==> config.mk <==
export PLATFORM = sky130hd
export DESIGN_NAME = load_store_unit_flat
export DESIGN_NICKNAME = d
export VERILOG_FILES = /design/src/rtl/load_store_unit_if.sv /design/src/rtl/load_store_unit.sv /design/src/flat_wrapper.sv
export SDC_FILE = /design/constraint.sdc
export NUM_CORES = 1
export LEC_CHECK = 0
export BUFFER_PORTS_ARGS = -buffer_cell sky130_fd_sc_hd__buf_4
export CORE_MARGIN = 3
export CORE_UTILIZATION = 52
export CTS_CLUSTER_DIAMETER = 120
export DETAILED_ROUTE_END_ITERATION = 16
export PLACE_DENSITY = 0.94
export SYNTH_ARGS = -nofsm -noshare
export SYNTH_HDL_FRONTEND = slang
export SYNTH_SLANG_ARGS = --single-unit
==> constraint.sdc <==
create_clock -name clock -period 2.9 [get_ports clock]
set_input_delay 0.58 -clock clock [delete_from_list [all_inputs] [get_ports clock]]
set_output_delay 0.58 -clock clock [all_outputs]
set_load 0.05 [all_outputs]
==> src/rtl/load_store_unit_if.sv <==
// Data-memory request/ack bus between the load/store unit (master) and data memory (slave).
interface load_store_unit_if;
    localparam int unsigned ADDR_W = 32;
    localparam int unsigned DATA_W = 32;
    localparam int unsigned BE_W   = 4;

    logic              mem_req;
    logic              mem_we;
    logic [ADDR_W-1:0] mem_addr;
    logic [BE_W-1:0]   mem_be;
    logic [DATA_W-1:0] mem_wdata;
    logic              mem_ack;
    logic [DATA_W-1:0] mem_rdata;

    modport master (
        output mem_req, mem_we, mem_addr, mem_be, mem_wdata,
        input  mem_ack, mem_rdata
    );

    modport slave (
        input  mem_req, mem_we, mem_addr, mem_be, mem_wdata,
        output mem_ack, mem_rdata
    );
endinterface

==> src/rtl/load_store_unit.sv <==
// Load/store stage: lane steering, req/ack memory handshake, load extension and timeout.
// Optional macro LSU_MISALIGN_TRAP_EN traps misaligned half/word accesses instead of forcing alignment.
module load_store_unit #(
    parameter int unsigned TIMEOUT_CYCLES = 16
) (
    input  logic                      clock,
    input  logic                      reset_n,
    input  logic                      start,
    input  logic                      mem_rw,
    input  logic [1:0]                mem_width,
    input  logic                      mem_unsigned,
    input  logic [31:0]               addr,
    input  logic [31:0]               wdata,
    output logic                      busy,
    output logic                      done,
    output logic [31:0]               rdata,
    output logic                      err,
    load_store_unit_if.master         mem
);

    localparam int unsigned DATA_W = 32;
    localparam int unsigned BE_W   = 4;
    localparam int unsigned CNT_W  = (TIMEOUT_CYCLES > 1) ? $clog2(TIMEOUT_CYCLES) : 1;
    localparam logic [CNT_W-1:0] CNT_LAST = CNT_W'(TIMEOUT_CYCLES - 1);

    localparam logic [1:0] S_IDLE = 2'd0;
    localparam logic [1:0] S_REQ  = 2'd1;
    localparam logic [1:0] S_DONE = 2'd2;

    localparam logic [1:0] W_BYTE = 2'd0;
    localparam logic [1:0] W_HALF = 2'd1;
    localparam logic [1:0] W_WORD = 2'd2;

    logic [1:0]        state_q,     state_d;
    logic [CNT_W-1:0]  cnt_q,       cnt_d;
    logic              lat_rw_q,    lat_rw_d;
    logic [1:0]        lat_width_q, lat_width_d;
    logic              lat_uns_q,   lat_uns_d;
    logic [1:0]        lat_off_q,   lat_off_d;

    logic              busy_q,      busy_d;
    logic              done_q,      done_d;
    logic              err_q,       err_d;
    logic [DATA_W-1:0] rdata_q,     rdata_d;
    logic              req_q,       req_d;
    logic              we_q,        we_d;
    logic [DATA_W-1:0] maddr_q,     maddr_d;
    logic [BE_W-1:0]   be_q,        be_d;
    logic [DATA_W-1:0] mwdata_q,    mwdata_d;

    logic [1:0]        width_n_c;
    logic [BE_W-1:0]   be_c;
    logic [DATA_W-1:0] wlane_c;
    logic              misalign_c;
    logic [7:0]        load_byte_c;
    logic [15:0]       load_half_c;
    logic [DATA_W-1:0] load_ext_c;

    // Request-side steering from the live pipeline inputs; width 3 behaves as word.
    always_comb begin
        width_n_c = (mem_width == 2'd3) ? W_WORD : mem_width;
        be_c      = 4'b1111;
        wlane_c   = wdata;
        case (width_n_c)
            W_BYTE: begin
                be_c    = BE_W'(4'b0001 << addr[1:0]);
                wlane_c = {4{wdata[7:0]}};
            end
            W_HALF: begin
                be_c    = addr[1] ? 4'b1100 : 4'b0011;
                wlane_c = {2{wdata[15:0]}};
            end
            default: begin
                be_c    = 4'b1111;
                wlane_c = wdata;
            end
        endcase
`ifdef LSU_MISALIGN_TRAP_EN
        misalign_c = ((width_n_c == W_HALF) && addr[0]) ||
                     ((width_n_c == W_WORD) && (addr[1:0] != 2'b00));
`else
        misalign_c = 1'b0;
`endif
    end

    // Response-side lane select and sign/zero extension from the latched request.
    always_comb begin
        case (lat_off_q)
            2'd0:    load_byte_c = mem.mem_rdata[7:0];
            2'd1:    load_byte_c = mem.mem_rdata[15:8];
            2'd2:    load_byte_c = mem.mem_rdata[23:16];
            default: load_byte_c = mem.mem_rdata[31:24];
        endcase
        load_half_c = lat_off_q[1] ? mem.mem_rdata[31:16] : mem.mem_rdata[15:0];
        case (lat_width_q)
            W_BYTE:  load_ext_c = {{24{~lat_uns_q & load_byte_c[7]}}, load_byte_c};
            W_HALF:  load_ext_c = {{16{~lat_uns_q & load_half_c[15]}}, load_half_c};
            default: load_ext_c = mem.mem_rdata;
        endcase
    end

    // Next-state and next-output logic.
    always_comb begin
        state_d     = state_q;
        cnt_d       = cnt_q;
        lat_rw_d    = lat_rw_q;
        lat_width_d = lat_width_q;
        lat_uns_d   = lat_uns_q;
        lat_off_d   = lat_off_q;
        err_d       = err_q;
        rdata_d     = rdata_q;
        we_d        = we_q;
        maddr_d     = maddr_q;
        be_d        = be_q;
        mwdata_d    = mwdata_q;

        case (state_q)
            S_IDLE: begin
                if (start) begin
                    lat_rw_d    = mem_rw;
                    lat_width_d = width_n_c;
                    lat_uns_d   = mem_unsigned;
                    lat_off_d   = addr[1:0];
                    we_d        = mem_rw;
                    maddr_d     = {addr[31:2], 2'b00};
                    be_d        = be_c;
                    mwdata_d    = wlane_c;
                    cnt_d       = '0;
                    rdata_d     = '0;
                    err_d       = misalign_c;
                    state_d     = misalign_c ? S_DONE : S_REQ;
                end
            end
            S_REQ: begin
                if (mem.mem_ack) begin
                    rdata_d = lat_rw_q ? '0 : load_ext_c;
                    state_d = S_DONE;
                end else if ((TIMEOUT_CYCLES != 0) && (cnt_q == CNT_LAST)) begin
                    err_d   = 1'b1;
                    rdata_d = '0;
                    state_d = S_DONE;
                end else begin
                    cnt_d = cnt_q + CNT_W'(1);
                end
            end
            S_DONE:  state_d = S_IDLE;
            default: state_d = S_IDLE;
        endcase

        req_d  = (state_d == S_REQ);
        busy_d = (state_d != S_IDLE);
        done_d = (state_d == S_DONE);
    end

    always_ff @(posedge clock or negedge reset_n) begin
        if (!reset_n) begin
            state_q     <= S_IDLE;
            cnt_q       <= '0;
            lat_rw_q    <= 1'b0;
            lat_width_q <= 2'd0;
            lat_uns_q   <= 1'b0;
            lat_off_q   <= 2'd0;
            busy_q      <= 1'b0;
            done_q      <= 1'b0;
            err_q       <= 1'b0;
            rdata_q     <= '0;
            req_q       <= 1'b0;
            we_q        <= 1'b0;
            maddr_q     <= '0;
            be_q        <= '0;
            mwdata_q    <= '0;
        end else begin
            state_q     <= state_d;
            cnt_q       <= cnt_d;
            lat_rw_q    <= lat_rw_d;
            lat_width_q <= lat_width_d;
            lat_uns_q   <= lat_uns_d;
            lat_off_q   <= lat_off_d;
            busy_q      <= busy_d;
            done_q      <= done_d;
            err_q       <= err_d;
            rdata_q     <= rdata_d;
            req_q       <= req_d;
            we_q        <= we_d;
            maddr_q     <= maddr_d;
            be_q        <= be_d;
            mwdata_q    <= mwdata_d;
        end
    end

    assign busy          = busy_q;
    assign done          = done_q;
    assign err           = err_q;
    assign rdata         = rdata_q;
    assign mem.mem_req   = req_q;
    assign mem.mem_we    = we_q;
    assign mem.mem_addr  = maddr_q;
    assign mem.mem_be    = be_q;
    assign mem.mem_wdata = mwdata_q;

endmodule

==> src/flat_wrapper.sv <==
// flat-port wrapper written by rule: the top's interface ports become plain ports
module load_store_unit_flat 
#(
    parameter int unsigned TIMEOUT_CYCLES = 16
)
  (clock, reset_n, start, mem_rw, mem_width, mem_unsigned, addr, wdata, busy, done, rdata, err, mem_mem_req, mem_mem_we, mem_mem_addr, mem_mem_be, mem_mem_wdata, mem_mem_ack, mem_mem_rdata);
  load_store_unit_if mem_i ();
  input  logic clock;
  input  logic reset_n;
  input  logic start;
  input  logic mem_rw;
  input  logic [1:0] mem_width;
  input  logic mem_unsigned;
  input  logic [31:0] addr;
  input  logic [31:0] wdata;
  output logic busy;
  output logic done;
  output logic [31:0] rdata;
  output logic err;
  output wire logic [$bits(mem_i.mem_req)-1:0] mem_mem_req;
  output wire logic [$bits(mem_i.mem_we)-1:0] mem_mem_we;
  output wire logic [$bits(mem_i.mem_addr)-1:0] mem_mem_addr;
  output wire logic [$bits(mem_i.mem_be)-1:0] mem_mem_be;
  output wire logic [$bits(mem_i.mem_wdata)-1:0] mem_mem_wdata;
  input wire logic [$bits(mem_i.mem_ack)-1:0] mem_mem_ack;
  input wire logic [$bits(mem_i.mem_rdata)-1:0] mem_mem_rdata;
  assign mem_mem_req = mem_i.mem_req;
  assign mem_mem_we = mem_i.mem_we;
  assign mem_mem_addr = mem_i.mem_addr;
  assign mem_mem_be = mem_i.mem_be;
  assign mem_mem_wdata = mem_i.mem_wdata;
  assign mem_i.mem_ack = mem_mem_ack;
  assign mem_i.mem_rdata = mem_mem_rdata;
  load_store_unit #(.TIMEOUT_CYCLES(TIMEOUT_CYCLES)) u_core (.clock(clock), .reset_n(reset_n), .start(start), .mem_rw(mem_rw), .mem_width(mem_width), .mem_unsigned(mem_unsigned), .addr(addr), .wdata(wdata), .busy(busy), .done(done), .rdata(rdata), .err(err), .mem(mem_i));
endmodule
---- Word level (Yosys, flattened, before mapping) ----
Cells that the tools add are included.
operators by class
  $add $sub $neg .......................... 1
  eq/ne operators ......................... 14
  shift-type cells ........................ 1
  multiplexer cells ....................... 24
  bitwise gates (word level) .............. 3
  reduce and logical (&&, ||, !) cells .... 10
operator list
  kind                   number
  $pmux W32 S2           3
  $mux W32               4
  $pmux W8 S3            1
  $mux W16               1
  $mux W4                4
  $pmux W4 S2            2
  $eq A2 B1 Y1 const B   5
  $logic_not A2 Y1       4
  $mux W2                4
  $reduce_and A4 Y1      2
  $eq A2 B2 Y1 const B   3
  $ne A2 B2 Y1 const B   3
  $add A4 B1 Y4 const B  1
  $eq A4 B4 Y1 const B   1
  $pmux W2 S2            1
  $reduce_bool A2 Y1     2
  $shl A1 B2 Y4 const A  1
  $mux W1                3
  $ne A3 B2 Y1 const B   1
  $reduce_and A3 Y1      1
  $and A1 B1 Y1          2
  $ne A2 B1 Y1 const B   1
  $pmux W1 S2            1
  $reduce_and A2 Y1      1
  $not A1 Y1             1
word-level totals
  flip-flop bits (word level) ............. 114
  input bits .............................. 104

---- Depth between registers and ports, before layout ----
Gate-level depths: netlist (run 1).
  word-level depth ........................ 7
  gate-level depth with buffers ........... 7
  mapped depth without buffers ............ 5

---- Worst setup path before layout (run 1) ----
Ideal clock, no wire load.
  kind .................................... input to register
  from .................................... input port mem_mem_rdata[31]
  to ...................................... register u_core.rdata_q[21], in the netlist u_core.rdata[21]
  library setup time ...................... 0.126 ns
  arrival time ............................ 1.663 ns
  path slack .............................. 1.111 ns
  stages .................................. 4
  path buffers ............................ 1
  cell sequence ........................... mux4_2 > o21a_4 > buf_6 > a221o_1
on the way
  word-level cells in the longest chain between the ends .. 6
RTL lines
  element                                  RTL line                                      RTL
  from (decl)                              flat_wrapper.sv:26                            input wire logic [$bits(mem_i.mem_rdata)-1:0] mem_mem_rdata;
  $pmux W8 S3 or $mux W16 (tied branches)  load_store_unit.sv:88, load_store_unit.sv:94
  $and A1 B1 Y1 (on tied branches)         load_store_unit.sv:96, load_store_unit.sv:97
  $pmux W32 S2 (*)                         load_store_unit.sv:95                         case (lat_width_q)
  $mux W32 (*)                             load_store_unit.sv:136                        rdata_d = lat_rw_q ? '0 : load_ext_c;
  $mux W32 (*)                             load_store_unit.sv:135                        if (mem.mem_ack) begin
  $pmux W32 S2 (*)                         load_store_unit.sv:117                        case (state_q)
  to (signal assigned)                     load_store_unit.sv:182                        rdata_q <= rdata_d;
  to (decl)                                load_store_unit.sv:44                         logic [DATA_W-1:0] rdata_q, rdata_d;
Every way passes the cells marked *; elsewhere a longest branch is shown, timed or not.
A chain may end at the register's enable or synchronous reset.

---- Final worst setup path (run 1) ----
  from .................................... register u_core.lat_width_q[1]
  to ...................................... register u_core.rdata_q[5], in the netlist u_core.rdata[5]
on the way
  word-level cells in the longest chain between the ends .. 5
RTL lines
  element                                           RTL line                RTL
  from (decl)                                       load_store_unit.sv:37   logic [1:0] lat_width_q, lat_width_d;
  from (signal assigned)                            load_store_unit.sv:176  lat_width_q <= lat_width_d;
  $eq A2 B1 Y1 or $logic_not A2 Y1 (tied branches)  load_store_unit.sv:95
  $pmux W32 S2 (*)                                  load_store_unit.sv:95
  $mux W32 (*)                                      load_store_unit.sv:136
  $mux W32 (*)                                      load_store_unit.sv:135
  $pmux W32 S2 (*)                                  load_store_unit.sv:117
Marked as above.

==> impl_results.md, run 1 <==
* Post-Place Setup Slack at 0.834 ns
* Largest net degree at the start of global routing at 64
* Setup crit end: u_core.rdata[5]
* Synthesized area per cell at 9.79 um^2
* # resized after CTS at 0
* Placeable Area at 9770 um^2
* Mapped Area at 5240 um^2
* Max-slew violations at 0
* R2R Path End: u_core.rdata[5]
* # diodes at 0
* Starting density of the core at 0.536
* Detail Route Antenna Nets at 0
* Post-DP HPWL at 11200 um
* CP Max Fanout at 22
* RSZ-0062 raised after global routing: false
* Die area at 11300 um^2
* Seq/Total Area, Yosys at 0.545
* Initial drt markers at 443
* Leak pwr at 3.87 nW
* Crit path from: u_core.lat_width_q[1]
* DR WL/cell at 18.3 um
* DRC at 0
* Final WS setup at 0.864 ns
* Share of layout cells above drive strength 1 at 0.341
* Routed vias at 4948
* Setup Buffers After CTS at 0
* Commonest cells after routing, fill and taps aside: 211 x buf_4, 178 x nand2_1, 114 x dfrtp_1, 37 x o21ai_0, 34 x mux2i_1
* Post-route setup TNS at 0 ns
* Synth unique cells at 37
* Ys Warns at 0
* Vias in the first global route at 5004
* Slew margin rel. at 0.392
* Max Clock Skew at 0.00984 ns
* Reg2Reg Depth at 4
* CTS tree: built
* Total Wirelength at 16000 um
* CTS buffer count at 17
* Htree depth at 4
* Max-Cap Viols at 0
* Clock Sink Count at 114
* Status: complete, no violations
* Fin crit share at 0.702
* Die Ht at 106 um
* Critical path required time at 3.32 ns
* HP Class: in -> async
* Post-synthesis cell count at 535
* Pwr Total at 8.88 mW
* Area growth from synthesis to layout at 41.5%
* Maximum vdd drop at 0.687 mV
* Seq cells post-synth at 114
* FILL cells at 628
* Top achievable clock speed at 491 MHz
* Nets at 832
* CP Launch Type: flip-flop
* # IOs at 209
* Clk slew on worst S/H paths at 0.06 ns
* Worst Tran Pin Value at 0.909 ns
* Die width at 106 um
* Drt via density at 5.67
* Std-Cell Rows at 36
* P per Cell Area at 1200 nW/um^2
* GPL Wtd Cong at 0.911
* Final Hold Slack at 0.103 ns
* Final Hold Fails at 0
* Worst Path Arrival at 2.46 ns
* Setup Viol. Count Final at 0
* Critical path class: reg -> reg
* TritonRoute pass-1 iters at 5
* Initial antenna violation count at 0
* GR Overflow Total at 0
* R2R Setup Slk at 0.86 ns
* Number of port buffers at 206
* All-Layer GR Usage at 0.288
* CTS root buf: clkbuf_8
* Clock Latency Late Sink at 0.51 ns
* Reg-to-reg critical path startpoint: u_core.lat_width_q[1]
* Commonest non-fill, non-tap cell in the layout: buf_4
* Critical path endpoint category: flip-flop
* Tmin final at 2.04 ns
* First-pass GRT wire length at 25400 um
* CTS max path bufs at 2
* Hold bufs inserted after CTS at 0
==> flip-flops by register name, summed over array words and instances (netlist names) <==
signal and flops:
u_core.mem.mem_req 1, u_core.rdata 32, u_core.lat_uns_q 1, u_core.lat_width_q 2, u_core.lat_off_q 2, u_core.mem.mem_be 4
u_core.state_q 2, u_core.done 1, u_core.cnt_q 4, u_core.busy 1, u_core.mem.mem_wdata 32, u_core.mem.mem_addr 30
u_core.err 1, u_core.lat_rw_q 1
==> worst max-delay path, cell delays in order, from the launching register on <==
cell and delay, ns:
dfrtp_1 0.83, nand2b_1 0.44, o22ai_1 0.18, a221o_1 0.33, o21ai_0 0.16
==> layer usage <==
layer,share of wire,up-vias,global-route usage,wire length [um]
li1,-,2230,-,-
met1,0.36,2351,0.336,5810
met2,0.51,312,0.486,8150
met3,0.093,55,0.0808,1480
met4,0.035,0,0.144,563
met5,0,-,0,0
==> synth_stat cells <==
library cell | count | area [um^2]
nand3_1 | 9 | 45.0
ha_1 | 1 | 12.5
nor3_1 | 8 | 40.0
nand2b_1 | 4 | 25.0
or3b_2 | 1 | 8.76
a21oi_1 | 10 | 50.1
clkbuf_1 | 31 | 116
nand2_1 | 178 | 668
a31oi_1 | 4 | 25.0
nor4_1 | 1 | 6.26
a211o_1 | 1 | 8.76
o21bai_1 | 1 | 7.51
buf_4 | 2 | 15.0
nand4bb_4 | 1 | 27.5
o22ai_1 | 9 | 56.3
a41oi_1 | 1 | 8.76
a2bb2oi_1 | 7 | 61.3
mux4_2 | 8 | 180
conb_1 | 1 | 3.75
nand3b_1 | 1 | 7.51
dfrtp_1 | 114 | 2850
a221o_1 | 24 | 240
a22oi_1 | 1 | 7.51
mux2i_1 | 34 | 340
nor3b_1 | 2 | 15.0
or2_2 | 1 | 6.26
inv_1 | 12 | 45.0
o21ai_0 | 37 | 185
buf_1 | 1 | 3.75
nand4_1 | 1 | 6.26
nor2_1 | 18 | 67.6
a2111oi_2 | 1 | 15.0
o211ai_1 | 1 | 7.51
and3b_1 | 1 | 8.76
buf_6 | 2 | 22.5
o21a_4 | 1 | 15.0
buf_2 | 5 | 25.0
==> layout make-up <==
class                           count  area (um^2)  area share
Tap cell                          133          166      0.0224
Clock buffer                       27          482      0.0650
Sequential cell                   114         2850       0.385
Clock inverter                      5         75.1      0.0101
Multi-Input combinational cell    369         2170       0.292
Inverter                           12         45.0     0.00608
Timing Repair Buffer              213         1620       0.219
==> cell families (layout without fill, tap and decap cells) <==
logic type               after synthesis  count (layout)  synth area share
AND/OR/NAND/NOR                      226             226             0.178
flip-flops                           114             114             0.545
AO/OA/AOI/OAI                         98              98             0.131
buffers and inverters                 53             257            0.0435
multiplexers                          42              42            0.0994
adder cells (fa/ha/maj)                1               1           0.00239
other                                  1               2          0.000716
==> report_power, final <==
group          internal [mW]  switching, mW  total (mW)
clock                   1.29          0.681        1.97
combinational           1.30           2.96        4.26
sequential              2.18          0.480        2.66
==> how the worst min path moves through the flow <==
stage | from | to | cells past startpoint
global placement | u_core.mem.mem_addr[13] | u_core.mem.mem_addr[13] | 2
finish | reset_n | u_core.mem.mem_wdata[29] | 1
detailed placement | u_core.mem.mem_wdata[1] | u_core.mem.mem_wdata[1] | 2
floorplan | reset_n | u_core.busy | 0
global route | reset_n | u_core.mem.mem_wdata[29] | 1
CTS | reset_n | u_core.mem.mem_wdata[29] | 1
==> through the flow <==
step / cell area [um^2] / std cells / utilization
after detailed placement: 6860 / 841 / 0.701
after global placement: 6860 / 841 / 0.701
final: 7410 / 873 / 0.758
after floorplan: 5240 / 536 / -
after CTS: 7410 / 873 / 0.758
after global routing: 7410 / 873 / 0.758
No activity file was read; power rests on OpenSTA's default activity.
==> inputs of run 2 (changes only) <==
CORE_UTILIZATION = 44   (was 52)
PLACE_DENSITY = 0.86   (was 0.94)
clock period = 1.7 ns   (was 2.9 ns; I/O delays follow)
==> run 2 against run 1 <==
Effect of this change:
- cell count rose by 2.6%
- non-clock buffer count rose by 12
- first-iteration DRC count is 21% higher
- largest cell class unchanged
==> impl_results.md, run 2 (synthesized netlist as in run 1, its figures left out) <==
* Final Hold Fails at 0
* Std-Cell Rows at 39
* Number of port buffers at 206
* Max Clock Skew at 0.00585 ns
* Maximum vdd drop at 1.28 mV
* Leak pwr at 3.97 nW
* Combinational share of power at 0.483
* # IOs at 209
* Final Instance Area at 7670 um^2
* CP Launch Type: flip-flop
* DR WL/cell at 18.2 um
* Critical path endpoint category: flip-flop
* Share of layout cells above drive strength 1 at 0.369
* Final Hold Slack at 0.0165 ns
* Sw Share at 0.458
* Htree depth at 4
* Sequential power share at 0.281
* Clock Sink Count at 114
* CTS root buf: clkbuf_16
* Die area at 13200 um^2
* Final non-filler cell total at 896
* Initial antenna violation count at 0
* Detail Route Antenna Nets at 0
* # diodes at 0
* Post-DP Area at 7000 um^2
* Largest net degree at the start of global routing at 115
* Worst Tran Pin Value at 0.616 ns
* CTS max path bufs at 2
* CTS tree: built
* HP Class: in -> async
* CP Max Fanout at 8
* Setup Viol. Count Final at 0
* CTS buffer count at 17
* Area growth from synthesis to layout at 46.5%
* Routed vias at 5040
* Int Power at 8.53 mW
* Max-Cap Viols at 0
* Initial drt markers at 534
* RSZ-0062 raised after global routing: true
* Clk slew on worst S/H paths at 0.06 ns
* Max-slew violations at 0
* Worst Path Arrival at 1.96 ns
* Net Sw Power at 7.19 mW
* Critical path class: reg -> reg
* Vias in the first global route at 4959
* Commonest cells after routing, fill and taps aside: 219 x buf_4, 178 x nand2_1, 112 x dfrtp_1, 37 x o21ai_0, 33 x mux2i_1
* Starting density of the core at 0.455
* Total Wirelength at 16300 um
* Commonest non-fill, non-tap cell in the layout: buf_4
* Die Ht at 115 um
* Placeable Area at 11500 um^2
* GPL Wtd Cong at 0.878
* Die width at 115 um
* Dpl cells at 861
* Hold bufs inserted after CTS at 0
* Post-route setup TNS at 0 ns
* Slew margin rel. at 0.589
* FILL cells at 848
* Drt via density at 5.63
* Pwr Total at 15.7 mW
* DRC at 0
* All-Layer GR Usage at 0.247
* Tmin final at 1.67 ns
* Nets at 845
* Post-DP HPWL at 11500 um
* TritonRoute pass-1 iters at 5
* First-pass GRT wire length at 25400 um
* Clock Latency Late Sink at 0.41 ns
* Status: complete, no violations
* GR Overflow Total at 0
* P per Cell Area at 2050 nW/um^2
* Clock share of power at 0.236
* Fin crit share at 0.985
* Top achievable clock speed at 597 MHz
* Critical path required time at 1.98 ns
run 2: cell count changes in the layout (fill, tap and decap cells not counted), sizes merged:
| cell | before | now |
|---|---|---|
| clkinvlp | 0 | 5 |
| clkbuf | 27 | 17 |
| buf | 213 | 225 |
| clkinv | 3 | 6 |
| bufinv | 2 | 4 |
| o21a | 1 | 2 |
run 2: cell type report:
| class | count | area [um^2] | area share |
|---|---|---|---|
| Clock inverter | 15 | 191 | 0.0250 |
| Timing Repair Buffer | 225 | 1760 | 0.230 |
| Sequential cell | 114 | 2860 | 0.372 |
| Tap cell | 143 | 179 | 0.0233 |
| Multi-Input combinational cell | 370 | 2210 | 0.288 |
| Clock buffer | 17 | 425 | 0.0555 |
| Inverter | 12 | 45.0 | 0.00587 |
run 2: worst paths after layout:
check,start,to,slack (ns),cells past startpoint
worst max-delay path,u_core.lat_off_q[1],u_core.rdata[17],0.03,3
worst min-delay path,reset_n,u_core.mem.mem_req,0.02,2
worst max register to register,u_core.lat_off_q[1],u_core.rdata[17],0.03,3
worst min register to register,u_core.mem.mem_addr[22],u_core.mem.mem_addr[22],0.48,2
max in group asynchronous,reset_n,u_core.mem.mem_addr[4],1.22,2
min in group clock,addr[21],u_core.mem.mem_addr[21],0.12,3
run 2: routing by layer:
layer	track usage	vias up	routed length (um)
met5	0	-	0
met4	0.128	0	598
met3	0.0826	54	1400
met2	0.384	295	7950
met1	0.306	2435	6390
li1	-	2256	-
run 2: worst max-delay path: stages (launching register included):
cell,delay (ns)
dfrtp_1,0.38
mux4_2,0.60
o21a_4,0.28
a221o_1,0.29
run 2: per-stage QoR:
| step | util | setup slack, ns |
|---|---|---|
| 6_report | 0.666 | 0.0256 |
| 5_1_grt | 0.666 | -0.0794 |
| 4_1_cts | 0.662 | 0.0174 |
| 3_5_place_dp | 0.607 | -0.00195 |
| 3_3_place_gp | 0.607 | 0.0653 |
| 2_1_floorplan | - | 0.0113 |
run 2: power groups by stage:
| stage | clock [mW] | sequential (mW) | combinational [mW] |
|---|---|---|---|
| after detailed placement | 0 | 4.42 | 7.52 |
| after CTS | 3.77 | 4.40 | 7.56 |
| after global placement | 0 | 4.36 | 7.34 |
| after global routing | 3.93 | 4.54 | 8.00 |
| final | 3.71 | 4.41 | 7.59 |
| after floorplan | 0 | 7.52 | 1.82 |
run 2: repair_timing:
item,4_1_cts,5_1_grt
endpoints found under the setup margin,3,27
cloned,0,1
buffers inserted,1,1
pin swaps,0,2
resized for setup,1,6
